### src/rtl/cva6_mem_model_pkg.sv
// -----------------------------------------------------------------------------
// cva6_mem_model_pkg
// Shared types and constants for the CVA6 LSU memory-side responder model.
//   load_state_e      : load responder FSM states
//   DEFAULT_*         : default latencies and store queue depth
//   LAT_W             : width of the latency counters
//   lat_minus()       : saturating "latency minus offset" reload value helper
// -----------------------------------------------------------------------------
package cva6_mem_model_pkg;

   typedef enum logic [1:0] {
      L_IDLE  = 2'd0,
      L_WAIT  = 2'd1,
      L_RESP  = 2'd2,
      L_REARM = 2'd3
   } load_state_e;

   localparam int unsigned DEFAULT_LOAD_LAT    = 32'd3;
   localparam int unsigned DEFAULT_STORE_LAT   = 32'd2;
   localparam int unsigned DEFAULT_STORE_DEPTH = 32'd4;

   // Latencies are limited to 1..255, so 8 bits hold any reload value.
   localparam int unsigned LAT_W = 32'd8;
   localparam logic [LAT_W-1:0] LAT_ZERO = 8'd0;
   localparam logic [LAT_W-1:0] LAT_ONE  = 8'd1;

   // Counter reload value for a latency; saturates at zero so an unused
   // reload (e.g. LOAD_LAT = 1) still elaborates to a legal constant.
   function automatic logic [LAT_W-1:0] lat_minus(input int unsigned lat,
                                                 input int unsigned sub);
      int unsigned diff;
      diff = (lat > sub) ? (lat - sub) : 32'd0;
      return diff[LAT_W-1:0];
   endfunction

endpackage

### src/rtl/cva6_mem_store_fifo.sv
// -----------------------------------------------------------------------------
// cva6_mem_store_fifo
// Count-based pending-store queue. Entries carry no payload: only their
// number and order matter, so the queue is tracked by pointers and a count.
//   clk_i, rst_ni : clock, asynchronous active-low reset
//   push_i        : add one entry (dropped if full and not popping)
//   pop_i         : remove the head entry
//   full_o        : count == STORE_DEPTH
//   empty_o       : count == 0
//   count_o       : occupied entries, 0..STORE_DEPTH
//   overflow_o    : sticky, set when a push is dropped; cleared by reset only
// -----------------------------------------------------------------------------
module cva6_mem_store_fifo
   import cva6_mem_model_pkg::*;
#(
   parameter int unsigned STORE_DEPTH = DEFAULT_STORE_DEPTH
) (
   input  logic                         clk_i,
   input  logic                         rst_ni,
   input  logic                         push_i,
   input  logic                         pop_i,
   output logic                         full_o,
   output logic                         empty_o,
   output logic [$clog2(STORE_DEPTH):0] count_o,
   output logic                         overflow_o
);

   localparam int unsigned CNT_W = $clog2(STORE_DEPTH) + 32'd1;
   localparam int unsigned PTR_W = $clog2(STORE_DEPTH);
   localparam logic [CNT_W-1:0] CNT_ZERO = CNT_W'(32'd0);
   localparam logic [CNT_W-1:0] CNT_ONE  = CNT_W'(32'd1);
   localparam logic [CNT_W-1:0] CNT_FULL = CNT_W'(STORE_DEPTH);
   localparam logic [PTR_W-1:0] PTR_ONE  = PTR_W'(32'd1);

   logic [CNT_W-1:0] count_q, count_d;
   logic [PTR_W-1:0] wr_ptr_q, wr_ptr_d;
   logic [PTR_W-1:0] rd_ptr_q, rd_ptr_d;
   logic             overflow_q, overflow_d;

   logic full_s;
   logic pop_s;
   logic push_acc_s;
   logic drop_s;

   // Push/pop qualification: a pop frees the slot a same-cycle push needs.
   always_comb begin
      full_s     = (count_q == CNT_FULL);
      pop_s      = pop_i && (count_q != CNT_ZERO);
      push_acc_s = push_i && (!full_s || pop_s);
      drop_s     = push_i && full_s && !pop_s;
   end

   // Next-state for count, pointers (wrap naturally, depth is a power of 2) and sticky overflow.
   always_comb begin
      count_d    = count_q;
      wr_ptr_d   = wr_ptr_q;
      rd_ptr_d   = rd_ptr_q;
      overflow_d = overflow_q | drop_s;
      case ({push_acc_s, pop_s})
         2'b10:   count_d = count_q + CNT_ONE;
         2'b01:   count_d = count_q - CNT_ONE;
         default: count_d = count_q;
      endcase
      if (push_acc_s) begin
         wr_ptr_d = wr_ptr_q + PTR_ONE;
      end else begin
         wr_ptr_d = wr_ptr_q;
      end
      if (pop_s) begin
         rd_ptr_d = rd_ptr_q + PTR_ONE;
      end else begin
         rd_ptr_d = rd_ptr_q;
      end
   end

   // State registers.
   always_ff @(posedge clk_i or negedge rst_ni) begin
      if (!rst_ni) begin
         count_q    <= CNT_ZERO;
         wr_ptr_q   <= {PTR_W{1'b0}};
         rd_ptr_q   <= {PTR_W{1'b0}};
         overflow_q <= 1'b0;
      end else begin
         count_q    <= count_d;
         wr_ptr_q   <= wr_ptr_d;
         rd_ptr_q   <= rd_ptr_d;
         overflow_q <= overflow_d;
      end
   end

   // Status outputs decoded from flops only.
   always_comb begin
      full_o     = full_s;
      empty_o    = (count_q == CNT_ZERO);
      count_o    = count_q;
      overflow_o = overflow_q;
   end

endmodule

### config.mk
export PLATFORM = sky130hd
export DESIGN_NAME = cva6_mem_store_fifo
export DESIGN_NICKNAME = d
export VERILOG_FILES = /design/src/rtl/cva6_mem_model_pkg.sv /design/src/rtl/cva6_mem_store_fifo.sv
export SDC_FILE = /design/constraint.sdc
export NUM_CORES = 1
export LEC_CHECK = 0
export ABC_AREA = 1
export BUFFER_PORTS_ARGS = -buffer_cell sky130_fd_sc_hd__buf_2
export CAP_MARGIN = 20
export CORE_AREA = 8 8 45 47
export DETAILED_ROUTE_END_ITERATION = 6
export DIE_AREA = 0 0 53 55
export RECOVER_POWER = 50
export SLEW_MARGIN = 20
export SYNTH_ARGS = -nofsm -noshare
export SYNTH_HDL_FRONTEND = slang
export SYNTH_SLANG_ARGS = --single-unit
### constraint.sdc
create_clock -name clk_i -period 1.55 [get_ports clk_i]
set_clock_uncertainty 0.2 [all_clocks]
set_input_delay 0.155 -clock clk_i [delete_from_list [all_inputs] [get_ports clk_i]]
set_output_delay 0.155 -clock clk_i [all_outputs]
set_load 0.05 [all_outputs]
==> impl_results.md <==
- CTS tree: done
- DR vias: 263
- Layout fillers: 149
- Mux cell area share after synthesis: 0%
- Main combinational cell family by area after synthesis: simple AND/OR/NAND/NOR gates
- Post-route cell area: 462 sq um
- Final setup fails: 2
- Syn Std Cell Area: 260 sq um
- DP HPWL: 566 microns
- Final period util: 103%
- Yosys top cell area share: 38.5%
- PortBufs: 9
- Flops & latches, synth: 4
- Slew HR: 60.1%
- I/O pins: 10
- Max-slew violations: 0
- Gp weighted congestion: 0.732
- CP Cell Sequence: nor2_4, nand2_2, nand3b_4, fa_2, inv_1, nand2_1, o21ai_1
- Placed cell areas: 383 sq um
- First-pass GRT wire length: 1170 microns
- Worst-path fanout max: 2
- Clock Latency Late Sink: 240 ps
- Register area: 104 sq um
- Worst r2r src: count_o[1]
- Distinct cell type count after synthesis: 11
- CP max stage delay: 430 ps
- Root buf cell: clkbuf_4
- Required time of the critical path: 1520 ps
- Clock buffer depth: 2
- Worst-margin pin slew: 600 ps
- Largest cells by area after synthesis: dfrtp_1 38%, nand2_1 12%, inv_1 10%, nand2_2 9.6%, fa_1 7.7%
- Critical Path End Type: flop
- CTS Sinks: 4
- DR iter-0 viols: 4
- Post-Synthesis Cells: 31
- Area leader, netlist: dfrtp_1
- Placement row count: 14
- Fmax: 625 MHz
- Residual DRC count: 0
- Worst-case reg-to-reg path depth: 7
- Crit path DAT: 1570 ps
- RSZ-0062 raised after global routing: yes
- Yosys warning total: 0
- H-Tree Depth: 1
- Initial antenna violation count: 0
- Crit path launch type: flop
- Core ar.: 1380 sq um
- Sequential fraction of the synthesis area: 38.5%
- XOR/XNOR share of the synthesized area: 0%
- Worst setup margin: -51.2 ps
- Die Wd: 53 microns
- Avg Cell Area, Syn: 8.40 sq um
- R2R Setup Slk: -50 ps
- Total global-route track usage: 5.69%
- Max-Cap Viols: 0
- Total grt overflow: 0
- Final WL: 689 microns
- Hold WC Path Type: primary input to flop
- Synthesized net count: 36
- WL per Instance: 9.99 microns
- Synth Area in Compound Gates: 5.29%
- Area growth, synth to finish: 77.4%
- DIE AREA: 2920 sq um
- Largest net degree at the start of global routing: 5
- Initial Util: 18.8%
- Final hold violations: 0
- Number of diodes: 0
- R2R Path End: count_o[1]
- Layout cell share with drive strength beyond 1: 62.3%
- Vias in the first global route: 280
- Vias/cell: 3.81
- Slowest cell on crit path: fa_2
- Worst setup path start: count_o[1]
- ANT nets after route: 0
- Simple logic cell fraction of the synthesized area: 38.5%
- Crit Path Class: flop to flop
- Multi-input gate area: 153 sq um
- Adder-Cell Fraction of Synth Area: 7.69%
- Height of the die: 55 microns
- Nets: 59
- CTS Buf Count: 3
- CP endpoint: count_o[1]
- Hold path start: push_i
- Status: finished, violations left
- CTS clock-pin slew for the worst setup and hold paths: 50 ps
- Post-route minimum period: 1600 ps
- DR pass1 iterations: 3
- Failing checks: negative setup slack
- Final TNS setup: -55.0 ps
through the flow:
stage,cells,utilization (%),hold WS (ps),setup slack [ps]
5_1_grt,69,33.4,36.4,-88.8
3_3_place_gp,62,27.7,-229,9.06
2_1_floorplan,31,-,-341,-173
3_5_place_dp,62,27.7,-227,-33.1
4_1_cts,68,32.8,18.7,-34.6
6_report,69,33.4,24.0,-51.2
worst min-delay path by stage:
| stage | to | cells after the start | slack (ps) |
|---|---|---|---|
| after floorplan | count_o[0] | 0 | -340 |
| after global placement | count_o[0] | 1 | -230 |
| after detailed placement | overflow_o | 1 | -230 |
| after CTS | overflow_o | 2 | 20 |
| after global routing | overflow_o | 2 | 40 |
| final | overflow_o | 2 | 20 |
sequential cells by signal, summed over array words and instances (netlist names):
name / cells
overflow_o: 1
count_o: 3
timing repair:
action | 4_1_cts | 5_1_grt
pin swaps | 0 | 0
endpoints found under the setup margin | 4 | 4
buffers inserted | 1 | 1
hold endpoints to repair | 4 | 0
resized for setup | 10 | 1
hold buffers | 1 | 0
final cells by class:
| class | count | share of cell area, % |
|---|---|---|
| inverters | 7 | 5.69 |
| repair buffers | 18 | 28.7 |
| multi-input cells | 20 | 33.1 |
| well taps | 16 | 4.34 |
| flip-flops and latches | 4 | 22.5 |
| clock buffers | 4 | 5.69 |
synthesized netlist by cell type:
cell      number
nand2_1        8
nand3b_2       1
nand2_2        4
a31o_1         1
inv_1          7
dfrtp_1        4
fa_1           1
nand3_4        1
nor2_2         1
o21ai_1        1
nand3_1        2
cell usage in the layout, fill, tap and decap left out, types with 2 or more instances in the layout:
cell type / Yosys / layout
nand3_1: 2 / 2
inv_1: 7 / 4
nand2_1: 8 / 7
buf_4: 0 / 8
nand2_2: 4 / 5
inv_2: 0 / 3
clkbuf_4: 0 / 3
buf_2: 0 / 5
clkbuf_1: 0 / 3
buf_8: 0 / 2
dfrtp_2: 0 / 3
layer usage:
| layer | vias up | part of all wire, % | GRT usage [%] |
|---|---|---|---|
| li1 | 139 | - | - |
| met1 | 116 | 36 | 5.79 |
| met2 | 6 | 58 | 9.38 |
| met3 | 2 | 3.8 | 1.60 |
| met4 | 0 | 2.0 | 5.17 |
| met5 | - | 0 | 0 |
worst max-delay path: cells and delay by family (launching register included):
family | cells | cell delay [ps]
buffers and inverters | 1 | 70
and+or+nand+nor | 4 | 350
AOI/OAI and AO/OA | 1 | 60
adders and majority gates | 1 | 430
DFF | 1 | 420
kinds of logic after synthesis:
kind of cell               Yosys count
and+or+nand+nor                     17
buffers and inverters                7
adders and majority gates            1
DFF                                  4
AOI/OAI and AO/OA                    2
Power is left out: the tool's default activity adds up to more than one toggle a clock period on the data nets, which glitch-free logic cannot reach.
